<file path="src/rtl/instr_fetch_assembler.sv">
// Instruction fetch-and-assemble unit: streams N_BYTES sequential bytes from a
// 1-cycle-latency byte ROM and presents them as one word on a valid/ready port.
module instr_fetch_assembler #(
    parameter int unsigned       BYTE_W     = 8,
    parameter int unsigned       N_BYTES    = 4,
    parameter int unsigned       ADDR_W     = 8,
    parameter bit                BIG_ENDIAN = 1'b1,
    parameter logic [ADDR_W-1:0] RESET_ADDR = '0
) (
    input  logic                      clk,
    input  logic                      rst,
    input  logic                      jump_valid,
    input  logic [ADDR_W-1:0]         jump_addr,
    output logic                      mem_rd_en,
    output logic [ADDR_W-1:0]         mem_addr,
    input  logic [BYTE_W-1:0]         mem_rd_data,
    output logic                      instr_valid,
    input  logic                      instr_ready,
    output logic [BYTE_W*N_BYTES-1:0] instr_data,
    output logic [ADDR_W-1:0]         instr_addr,
    output logic [15:0]               instr_count
);

    localparam int unsigned       CNT_W    = $clog2(N_BYTES + 1);
    localparam int unsigned       WORD_W   = BYTE_W * N_BYTES;
    localparam logic [CNT_W-1:0]  N_CNT    = CNT_W'(N_BYTES);
    localparam logic [CNT_W-1:0]  LAST_CNT = CNT_W'(N_BYTES - 1);
    localparam logic [CNT_W-1:0]  ONE_CNT  = CNT_W'(1);
    localparam logic [ADDR_W-1:0] N_ADDR   = ADDR_W'(N_BYTES);

    typedef enum logic {
        FETCH = 1'b0,
        HOLD  = 1'b1
    } state_e;

    state_e             state_q, state_d;
    logic [ADDR_W-1:0]  pc_q, pc_d;
    logic [CNT_W-1:0]   issue_cnt_q, issue_cnt_d;
    logic [CNT_W-1:0]   cap_cnt_q, cap_cnt_d;
    logic               rd_pending_q, rd_pending_d;
    logic               rd_en_q, rd_en_d;
    logic [ADDR_W-1:0]  addr_q, addr_d;
    logic               valid_q, valid_d;
    logic [WORD_W-1:0]  data_q, data_d;
    logic [ADDR_W-1:0]  iaddr_q, iaddr_d;
    logic [15:0]        count_q, count_d;
    logic [WORD_W-1:0]  lanes_q, lanes_d;
    logic [CNT_W-1:0]   lane_idx;
    logic               transfer;

    assign transfer = valid_q & instr_ready;
    assign lane_idx = BIG_ENDIAN ? (LAST_CNT - cap_cnt_q) : cap_cnt_q;

    // Assembly buffer with the arriving byte merged in; the completed word is
    // taken from here so the last byte reaches instr_data on the same edge.
    always_comb begin
        lanes_d = lanes_q;
        if (state_q == FETCH && rd_pending_q) begin
            for (int unsigned i = 0; i < N_BYTES; i++) begin
                if (lane_idx == CNT_W'(i)) begin
                    lanes_d[i*BYTE_W +: BYTE_W] = mem_rd_data;
                end
            end
        end
    end

    always_comb begin
        // NOTE: every variable gets a default before any branch, otherwise a
        // path that skips the assignment would infer a latch.
        state_d      = state_q;
        pc_d         = pc_q;
        issue_cnt_d  = issue_cnt_q;
        cap_cnt_d    = cap_cnt_q;
        rd_pending_d = rd_en_q;
        rd_en_d      = 1'b0;
        addr_d       = addr_q;
        valid_d      = valid_q;
        data_d       = data_q;
        iaddr_d      = iaddr_q;
        count_d      = count_q;

        if (jump_valid) begin
            // Byte 0 of the new target is issued on the redirect edge itself,
            // and whatever the ROM returns next belongs to the old stream.
            pc_d         = jump_addr;
            issue_cnt_d  = ONE_CNT;
            cap_cnt_d    = '0;
            rd_pending_d = 1'b0;
            rd_en_d      = 1'b1;
            addr_d       = jump_addr;
            valid_d      = 1'b0;
            state_d      = FETCH;
            if (transfer) begin
                count_d = count_q + 16'd1;
            end
        end else begin
            unique case (state_q)
                FETCH: begin
                    if (issue_cnt_q < N_CNT) begin
                        rd_en_d     = 1'b1;
                        addr_d      = pc_q + ADDR_W'(issue_cnt_q);
                        issue_cnt_d = issue_cnt_q + ONE_CNT;
                    end
                    if (rd_pending_q) begin
                        cap_cnt_d = cap_cnt_q + ONE_CNT;
                        if (cap_cnt_q == LAST_CNT) begin
                            data_d  = lanes_d;
                            iaddr_d = pc_q;
                            valid_d = 1'b1;
                            state_d = HOLD;
                        end
                    end
                end
                HOLD: begin
                    if (transfer) begin
                        pc_d        = pc_q + N_ADDR;
                        count_d     = count_q + 16'd1;
                        valid_d     = 1'b0;
                        cap_cnt_d   = '0;
                        issue_cnt_d = ONE_CNT;
                        rd_en_d     = 1'b1;
                        addr_d      = pc_q + N_ADDR;
                        state_d     = FETCH;
                    end
                end
                default: state_d = FETCH;
            endcase
        end
    end

    // NOTE: sequential state uses non-blocking assignments so every register
    // samples the pre-edge values regardless of statement order.
    always_ff @(posedge clk or posedge rst) begin
        if (rst) begin
            state_q      <= FETCH;
            pc_q         <= RESET_ADDR;
            issue_cnt_q  <= '0;
            cap_cnt_q    <= '0;
            rd_pending_q <= 1'b0;
            rd_en_q      <= 1'b0;
            addr_q       <= RESET_ADDR;
            valid_q      <= 1'b0;
            data_q       <= '0;
            iaddr_q      <= '0;
            count_q      <= '0;
        end else begin
            state_q      <= state_d;
            pc_q         <= pc_d;
            issue_cnt_q  <= issue_cnt_d;
            cap_cnt_q    <= cap_cnt_d;
            rd_pending_q <= rd_pending_d;
            rd_en_q      <= rd_en_d;
            addr_q       <= addr_d;
            valid_q      <= valid_d;
            data_q       <= data_d;
            iaddr_q      <= iaddr_d;
            count_q      <= count_d;
        end
    end

    // NOTE: the assembly buffer is deliberately left without reset; every lane
    // is rewritten before it can reach instr_data, so a reset would buy nothing.
    always_ff @(posedge clk) begin
        lanes_q <= lanes_d;
    end

    assign mem_rd_en   = rd_en_q;
    assign mem_addr    = addr_q;
    assign instr_valid = valid_q;
    assign instr_data  = data_q;
    assign instr_addr  = iaddr_q;
    assign instr_count = count_q;

endmodule

</file>
<file path="config.mk">
export PLATFORM = sky130hd
export DESIGN_NAME = instr_fetch_assembler
export DESIGN_NICKNAME = d
export VERILOG_FILES = /design/src/rtl/instr_fetch_assembler.sv
export SDC_FILE = /design/constraint.sdc
export NUM_CORES = 1
export LEC_CHECK = 0
export CAP_MARGIN = 20
export CELL_PAD_IN_SITES_DETAIL_PLACEMENT = 0
export CELL_PAD_IN_SITES_GLOBAL_PLACEMENT = 1
export CORE_MARGIN = 2
export CORE_UTILIZATION = 47
export CTS_BUF_LIST = sky130_fd_sc_hd__clkbuf_2 sky130_fd_sc_hd__clkbuf_4 sky130_fd_sc_hd__clkbuf_8
export CTS_CLUSTER_SIZE = 10
export DETAILED_ROUTE_END_ITERATION = 10
export GPL_ROUTABILITY_DRIVEN = 0
export PLACE_DENSITY_LB_ADDON = 0.3
export SYNTH_ARGS = -nofsm -noshare
export SYNTH_HDL_FRONTEND = slang
export SYNTH_SLANG_ARGS = --single-unit
export TNS_END_PERCENT = 30
</file>
<file path="constraint.sdc">
create_clock -name clk -period 3.85 [get_ports clk]
set_input_delay 0.77 -clock clk [delete_from_list [all_inputs] [get_ports clk]]
set_output_delay 0.77 -clock clk [all_outputs]
set_load 0.05 [all_outputs]
</file>
# Word-level counts from Yosys, hierarchy flattened
# Cells that the tools add are included.
[classes]
add_sub_neg = 6
n_eq_ne = 8
bitwise = 3
n_reduce_logical = 9
n_mux = 37
magnitude_cmp = 1
[op_table]
columns = ["operator", "count"]
rows = [
  ["two-way mux 8 bit", 9],
  ["two-way mux 16 bit", 3],
  ["two-way mux 32 bit", 1],
  ["two-way mux 3 bit", 6],
  ["adder 16 x 1 -> 16 bit (second input constant)", 1],
  ["case mux 8 bit (2 select lines)", 1],
  ["two-way mux 1 bit", 12],
  ["case mux 3 bit (2 select lines)", 2],
  ["== test 3 x 2 -> 1 bit (second input constant)", 3],
  ["!= test 3 x 2 -> 1 bit (second input constant)", 3],
  ["adder 8 x 3 -> 8 bit", 1],
  ["adder 8 x 3 -> 8 bit (second input constant)", 1],
  ["adder 3 x 1 -> 3 bit (second input constant)", 2],
  ["case mux 1 bit (2 select lines)", 3],
  ["AND reduction 2 bit", 3],
  ["AND reduction 4 bit", 1],
  ["nonzero test 2 bit", 2],
  ["== test 3 x 1 -> 1 bit (second input constant)", 1],
  ["zero test 3 bit", 1],
  ["less-than comparator 3 bit (second input constant)", 1],
  ["!= test 3 bit (second input constant)", 1],
  ["AND reduction 3 bit", 1],
  ["subtractor 2 x 3 -> 3 bit (first input constant)", 1],
  ["inverter 1 bit", 2],
  ["2 further kinds", 2],
]
[word_totals]
wordCells = 76
register_bits = 114

# Longest topological paths before layout
# Gate-level depths: netlist of run 1.
[logic_depth]
word_depth = 5
mapped_depth = 7
depth_no_buf = 7

# Least setup slack after synthesis of run 1
# No wires, ideal clock.
[synth_timing]
path_type = "register -> register"
start = "register valid_q (netlist: instr_valid)"
end = "register count_q[13] (netlist: instr_count[13])"
arrival_time_ps = 1789
setup_ps = 142
t_required_ps = 3708
path_stages_with_launch = 5
n_path_buf = 0
slack_ps = 1919
cell_sequence = "dfrtp_1 o211ai_4 or4_4 nand2b_1 xnor2_1"
[synth_between]
elab_chain_cells = 4
[synth_lines]
columns = ["element", "line", "text"]
rows = [
  ["from (decl)", "43", "logic valid_q, valid_d;"],
  ["from (signal assigned)", "154", "valid_q <= valid_d;"],
  ["bitwise AND 1 bit (*)", "51", "assign transfer = valid_q & instr_ready;"],
  ["two-way mux 16 bit (*)", "n/a", ""],
  ["two-way mux 16 bit", "n/a", ""],
  ["two-way mux 16 bit (*)", "n/a", ""],
  ["to (signal assigned)", "157", "count_q <= count_d;"],
  ["to (decl)", "46", "logic [15:0] count_q, count_d;"],
]
# Every way passes the cells marked *; elsewhere a longest branch is shown, timed or not. The select of a mux whose other input is x is not followed.
# A chain may end at the register's enable or synchronous reset.

# Worst setup path in the final report of run 1
[layout_timing]
start = "register valid_q (netlist: instr_valid)"
end = "output port instr_valid"
[layout_lines]
columns = ["element", "line", "text"]
rows = [
  ["to (decl)", "17", "output logic instr_valid,"],
]
# No word-level cell between the ends.

==> impl_metrics.csv, run 1 <==
group,metric,value,unit
worst_setup_path,path_buf_inv,1,
global_route,grt_remaining_overflow,0,
hold_path,hold_path_depth,1,
timing,max_clock_freq,0.3966,GHz
power_and_ir_drop,p_leak,2.760,nW
routing,viasPerCell,5.184,
synthesis,syn-num-nets,426,
global_route,grt_pass1_wl,17.04,mm
floorplanning,io_pins,86,
final_layout,layout-drive-gt1-share,22.11,%
clock_tree,root_buffer,"clkbuf_8",
global_route,antenna_found_initial,0,
clock_tree,cts_max_path_buffers,2,
flow_run,maxCapViolCount,0,
placement,hpwl,6.777,mm
clock_tree,h-tree-depth,4,
placement,io_buffer_count,85,
worst_setup_path,critPathLaunchType,"flip-flop",
routing,routedWlPerCell,15.70,um
routing,drtPass1Iterations,4,
power_and_ir_drop,vdd.ir_drop.worst,0.0003390,V
clock_tree,path_clk_slew,0.07,ns
clock_tree,cts_buffers,17,
synthesis,yosysMostFrequentCell,"dfrtp_1",
floorplanning,core,9864,um^2
synthesis,synth_top_cell_by_area,"dfrtp_1",
clock_tree,cts_hold_buf,0,
worst_setup_path,cp_max_fo,6,
synthesis,synth_cell_type_count,48,
timing,slew_headroom,45.32,%
floorplanning,die_w,105.3,um
synthesis,yosys-top-cells-area,"dfrtp_1, dfxtp_1, mux2_2",
global_route,track_usage,19.61,%
clock_tree,ctsResizeCount,0,
clock_tree,clkLatencyLatePin,0.42,ns
synthesis,yosysSeqAreaShare,55.84,%
synthesis,synth_top_area_share,42.55,%
synthesis,synthArstFlopShare,71.93,%
timing,setup_violations,0,
synthesis,yosys_warnings,0,
timing,rsz0062_at_grt,"false",
outcome,outcome,"complete, no violations",
timing,finalCriticalPeriod,2.522,ns
synthesis,synthCells,394,
floorplanning,initial_utilization,48.88,%
routing,drt_first_iter_violations,107,
floorplanning,rows,36,
worst_setup_path,cp.depth,1,
synthesis,syn_area,4822,um^2
synthesis,avgSynthCellArea,12.24,um^2
global_route,grt_max_degree,46,
placement,place_area,5826,um^2
routing,route.antenna.remaining_nets,0,
worst_setup_path,rr_worst_depth,4,
floorplanning,dieArea,11090,um^2
final_layout,nets,521,
routing,drc,0,
clock_tree,cts_setup_buffers,0,
synthesis,synth-main-ff-cell,"dfrtp_1",
worst_setup_path,critical-path-top-delay-family,"buffers and inverters",
timing,tns,0,ns
timing,max_slew.worst_pin.slew,0.8202,ns
timing,period_share,65.50,%
final_layout,syn2layout_area_growth,29.32,%
timing,finalHoldViolations,0,
synthesis,synth_edf_count,0,
worst_setup_path,crit_type,"reg2out",
hold_path,hp-class,"reg2reg",
power_and_ir_drop,cellPowerDensity,705.1,nW/um^2
final_layout,diodes,0,
clock_tree,cts.sinks,114,
worst_setup_path,endpoint_kind,"primary output",
worst_setup_path,cpPeakStageDelay,0.86,ns
worst_setup_path,crit_slowest_cell,"clkdlybuf4s50_1",
worst_setup_path,cp.arrival,1.75,ns
worst_setup_path,crit_chain,"clkdlybuf4s50_1",
timing,drv_slew,0,
routing,wl,9.969,mm
clock_tree,cts_tree,"yes",
timing,skew,0.01274,ns
final_layout,design_area,6236,um^2
global_route,grt_pass1_vias,3361,
synthesis,synth_seq_cells,114,
synthesis,synth_common_cells,"dfrtp_1, mux2_2, dfxtp_1, nor2_1, nand2_1",
floorplanning,die_y,105.3,um
routing,via_count,3292,
worst_setup_path,cp.required,3.08,ns
==> cell families after synthesis <==
| group | Yosys count | share of synthesized area (%) |
|---|---|---|
| AND/OR/NAND/NOR | 94 | 9.419 |
| adder cells (fa/ha/maj) | 12 | 3.269 |
| buffers and inverters | 33 | 2.802 |
| AO/OA/AOI/OAI | 41 | 6.098 |
| multiplexers | 75 | 18.03 |
| flip-flops | 114 | 55.84 |
| XOR/XNOR | 25 | 4.541 |
==> layout by cell type (no fill, tap or decap), types with 7 or more instances in the layout <==
master,n
a21oi_1,7
buf_4,8
clkbuf_8,20
clkdlybuf4s50_1,85
dfrtp_1,82
dfxtp_1,32
ha_1,11
inv_1,14
mux2_1,7
mux2_2,56
mux2_4,8
nand2_1,26
nand3_1,8
nor2_1,27
o21ai_0,7
xnor2_1,16
xor2_1,9
==> final timing paths <==
| path | startpoint | endpoint | slack [ns] |
|---|---|---|---|
| max in group asynchronous | rst | instr_data[6] | 2.35 |
| min in group asynchronous | rst | instr_data[23] | 0.78 |
| worst min register to register | lanes_q[14] | lanes_q[14] | 0.46 |
| worst min-delay path | lanes_q[14] | lanes_q[14] | 0.46 |
| worst max-delay path | instr_valid | instr_valid | 1.33 |
| worst max register to register | state_q | instr_data[22] | 1.46 |
==> area by class of cell <==
type	count	area, um^2
well taps	133	166.4
multi-input cells	247	1994
inverters	16	61.31
clock buffers	21	282.8
repair buffers	93	910.9
clock inverters	11	127.6
flip-flops and latches	114	2693
fillers	768	3628
==> layer usage <==
metal  wire length, um  track usage [%]  part of all wire, %  vias up
met5                 0                0                    0        -
met4                97            6.381                 0.97        0
li1                  -                -                    -     1567
met2              4696            29.31                   47       82
met1              4657            26.94                   47     1634
met3               518            6.555                  5.2        9
==> report_power, final <==
part | internal (mW) | switching [mW]
Combinational | 0.634 | 0.918
Sequential | 1.54 | 0.169
Clock | 0.637 | 0.496
Total | 2.81 | 1.58
==> state kept, by name (all words and copies together) (netlist names) <==
| name | flops |
|---|---|
| instr_data | 32 |
| lanes_q | 32 |
| instr_count | 16 |
| instr_addr | 8 |
| mem_addr | 8 |
| pc_q | 8 |
| cap_cnt_q | 3 |
| issue_cnt_q | 3 |
| instr_valid | 1 |
| mem_rd_en | 1 |
| rd_pending_q | 1 |
| state_q | 1 |
==> per-stage QoR <==
step	hold WS (ns)	worst slack (ns)	total power, mW	util [%]	cells
floorplan	0.4293	0.9716	2.795	-	394
global placement	0.4378	1.004	3.246	59.06	603
detailed placement	0.4437	0.9449	3.296	59.06	603
CTS	0.4593	1.291	4.436	63.22	635
global route	0.4676	1.229	4.625	63.22	635
finish	0.4608	1.328	4.397	63.22	635
No activity file was read; power rests on OpenSTA's default activity.
==> run 2: changes to the inputs <==
--- a/config.mk
+++ b/config.mk
@@ -9,7 +9,7 @@
 export CELL_PAD_IN_SITES_DETAIL_PLACEMENT = 0
 export CELL_PAD_IN_SITES_GLOBAL_PLACEMENT = 1
 export CORE_MARGIN = 2
-export CORE_UTILIZATION = 47
+export CORE_UTILIZATION = 43
 export CTS_BUF_LIST = sky130_fd_sc_hd__clkbuf_2 sky130_fd_sc_hd__clkbuf_4 sky130_fd_sc_hd__clkbuf_8
 export CTS_CLUSTER_SIZE = 10
 export DETAILED_ROUTE_END_ITERATION = 10
==> constraint.sdc (replaced) <==
create_clock -name clk -period 2.5 [get_ports clk]
set_input_delay 0.5 -clock clk [delete_from_list [all_inputs] [get_ports clk]]
set_output_delay 0.5 -clock clk [all_outputs]
set_load 0.05 [all_outputs]
==> run 2 against run 1 <==
  * Clock power increased by 52%
  * Die area increased by 8.9%
  * Non-clock buffer count increased by 1
  * Largest power group unchanged
  * Critical path type unchanged
  * Core utilization decreased by 5.6 points
  * Combinational power increased by 54%
  * Clock-buffer cell count increased by 2
  * Critical endpoint unchanged
  * Flip-flop and latch count unchanged
  * Via count increased by 0.21%
==> impl_metrics.csv, run 2 (synthesized netlist as in run 1, its figures left out) <==
group,metric,value,unit
timing,max_clock_freq,0.4428,GHz
routing,viasPerCell,5.131,
floorplanning,io_pins,86,
worst_setup_path,r2r_slack,0.49,ns
final_layout,diodes,0,
routing,wl,9.986,mm
floorplanning,die_y,109.9,um
global_route,track_usage,17.95,%
timing,finalHoldViolations,0,
timing,skew,0.007719,ns
routing,drc,0,
worst_setup_path,cp.depth,1,
global_route,grt_max_degree,44,
power_and_ir_drop,p_leak,2.781,nW
global_route,met1_usage,24.93,%
worst_setup_path,crit_chain,"clkdlybuf4s50_1",
final_layout,final_cell_mix,"clkdlybuf4s50_1, dfrtp_1, mux2_2, dfxtp_1, nor2_1",
floorplanning,dieArea,12080,um^2
power_and_ir_drop,cellPowerDensity,1075,nW/um^2
final_layout,syn2layout_area_growth,30.07,%
routing,route.antenna.remaining_nets,0,
floorplanning,die_w,109.9,um
routing,drtPass1Iterations,5,
timing,drv_slew,0,
clock_tree,cts_max_path_buffers,2,
placement,io_buffer_count,85,
timing,max_slew.worst_pin.slew,0.6913,ns
worst_setup_path,cp.required,2.00,ns
timing,setup_violations,0,
clock_tree,ctsResizeCount,0,
final_layout,fin_util,57.61,%
routing,routedWlPerCell,15.53,um
final_layout,nets,522,
timing,tns,0,ns
timing,rsz0062_at_grt,"false",
global_route,grt_use_met3,5.157,%
timing,period_share,90.33,%
clock_tree,clkLatencyLatePin,0.42,ns
timing,slew_headroom,53.77,%
power_and_ir_drop,vdd.ir_drop.worst,0.0005344,V
final_layout,layout-drive-gt1-share,22.27,%
flow_run,maxCapViolCount,0,
clock_tree,cts_buffers,17,
worst_setup_path,endpoint_kind,"primary output",
clock_tree,root_buffer,"clkbuf_8",
floorplanning,rows,38,
clock_tree,path_clk_slew,0.07,ns
global_route,busiest_layer,"met2",
floorplanning,core,10890,um^2
placement,hpwl,6.893,mm
worst_setup_path,rr_worst_depth,5,
floorplanning,initial_utilization,44.29,%
clock_tree,cts.sinks,114,
worst_setup_path,cp-endpoint,"instr_valid",
routing,drt_first_iter_violations,106,
worst_setup_path,worstReg2RegStart,"cap_cnt_q[0]",
worst_setup_path,crit_start,"instr_valid",
worst_setup_path,r2r_end,"instr_data[4]",
outcome,outcome,"complete, no violations",
final_layout,nFillCells,940,
global_route,grt.met2_usage,26.56,%
worst_setup_path,path_buf_inv,1,
timing,finalCriticalPeriod,2.258,ns
global_route,antenna_found_initial,0,
global_route,grt_pass1_vias,3260,
global_route,grt_pass1_wl,16.35,mm
clock_tree,cts_tree,"yes",
clock_tree,cts_hold_buf,0,
worst_setup_path,cpPeakStageDelay,0.86,ns
worst_setup_path,critPathLaunchType,"flip-flop",
hold_path,hp-class,"in2async",
routing,via_count,3299,
worst_setup_path,cp.arrival,1.76,ns
worst_setup_path,crit_slowest_cell,"clkdlybuf4s50_1",
final_layout,final_common_cell,"clkdlybuf4s50_1",
worst_setup_path,critical-path-top-delay-family,"buffers and inverters",
worst_setup_path,crit_type,"reg2out",
clock_tree,h-tree-depth,4,
global_route,grt_remaining_overflow,0,
clock_tree,cts_setup_buffers,0,
worst_setup_path,cp_max_fo,6,
## run 2: cell count changes in the layout (fill, tap and decap cells not counted)
cell        delta
inv_6          -2
buf_12         +2
clkinvlp_4     -1
clkinv_2       +1
buf_4          -1
clkbuf_4       +2
## run 2: layer usage
| metal | part of all wire, % | vias up | routed length [um] |
|---|---|---|---|
| met4 | 1.4 | 0 | 143 |
| met2 | 46 | 97 | 4581 |
| li1 | - | 1569 | - |
| met3 | 5.2 | 15 | 521 |
| met1 | 47 | 1618 | 4740 |
| met5 | 0 | - | 0 |
## run 2: cell type report
type	count	area [um^2]	share of cell area, %
sequential	114	2693	42.93
multi-input combinational	247	1994	31.80
timing repair buffer	94	943.4	15.04
clock buffer	23	297.8	4.748
tap	140	175.2	2.793
clock inverter	9	105.1	1.676
inverter	16	63.81	1.017
## run 2: power breakdown
group          internal [mW]  switching, mW
clock                  0.994          0.724
sequential              2.38          0.262
combinational          0.978           1.41
## run 2: through the flow
| step | hold slack, ns | cell area (um^2) | cells | setup WS, ns | power, mW |
|---|---|---|---|---|---|
| 2_1_floorplan | 0.4293 | 4826 | 394 | 0.5691 | 4.305 |
| 6_report | 0.4377 | 6272 | 643 | 0.2416 | 6.743 |
| 3_3_place_gp | 0.4393 | 5869 | 611 | 0.2829 | 5.012 |
| 5_1_grt | 0.4433 | 6272 | 643 | 0.1785 | 7.103 |
| 4_1_cts | 0.4355 | 6272 | 643 | 0.2188 | 6.812 |
| 3_5_place_dp | 0.4465 | 5869 | 611 | 0.2216 | 5.079 |
## run 2: worst min-delay path by stage
stage / depth (start not counted) / startpoint / to
2_1_floorplan: 1 / lanes_q[11] / lanes_q[11]
3_3_place_gp: 1 / lanes_q[15] / lanes_q[15]
3_5_place_dp: 1 / lanes_q[15] / lanes_q[15]
4_1_cts: 2 / rst / instr_count[6]
5_1_grt: 2 / rst / instr_count[6]
6_report: 2 / rst / instr_count[6]
==> run 3: changes to the inputs <==
--- a/config.mk
+++ b/config.mk
@@ -15,6 +15,7 @@
 export DETAILED_ROUTE_END_ITERATION = 10
 export GPL_ROUTABILITY_DRIVEN = 0
 export PLACE_DENSITY_LB_ADDON = 0.3
+export SKIP_LAST_GASP = 1
 export SYNTH_ARGS = -nofsm -noshare
 export SYNTH_HDL_FRONTEND = slang
 export SYNTH_SLANG_ARGS = --single-unit
==> results of run 3 <==
The final DEF is identical to that of run 2; final timing and power are the same.
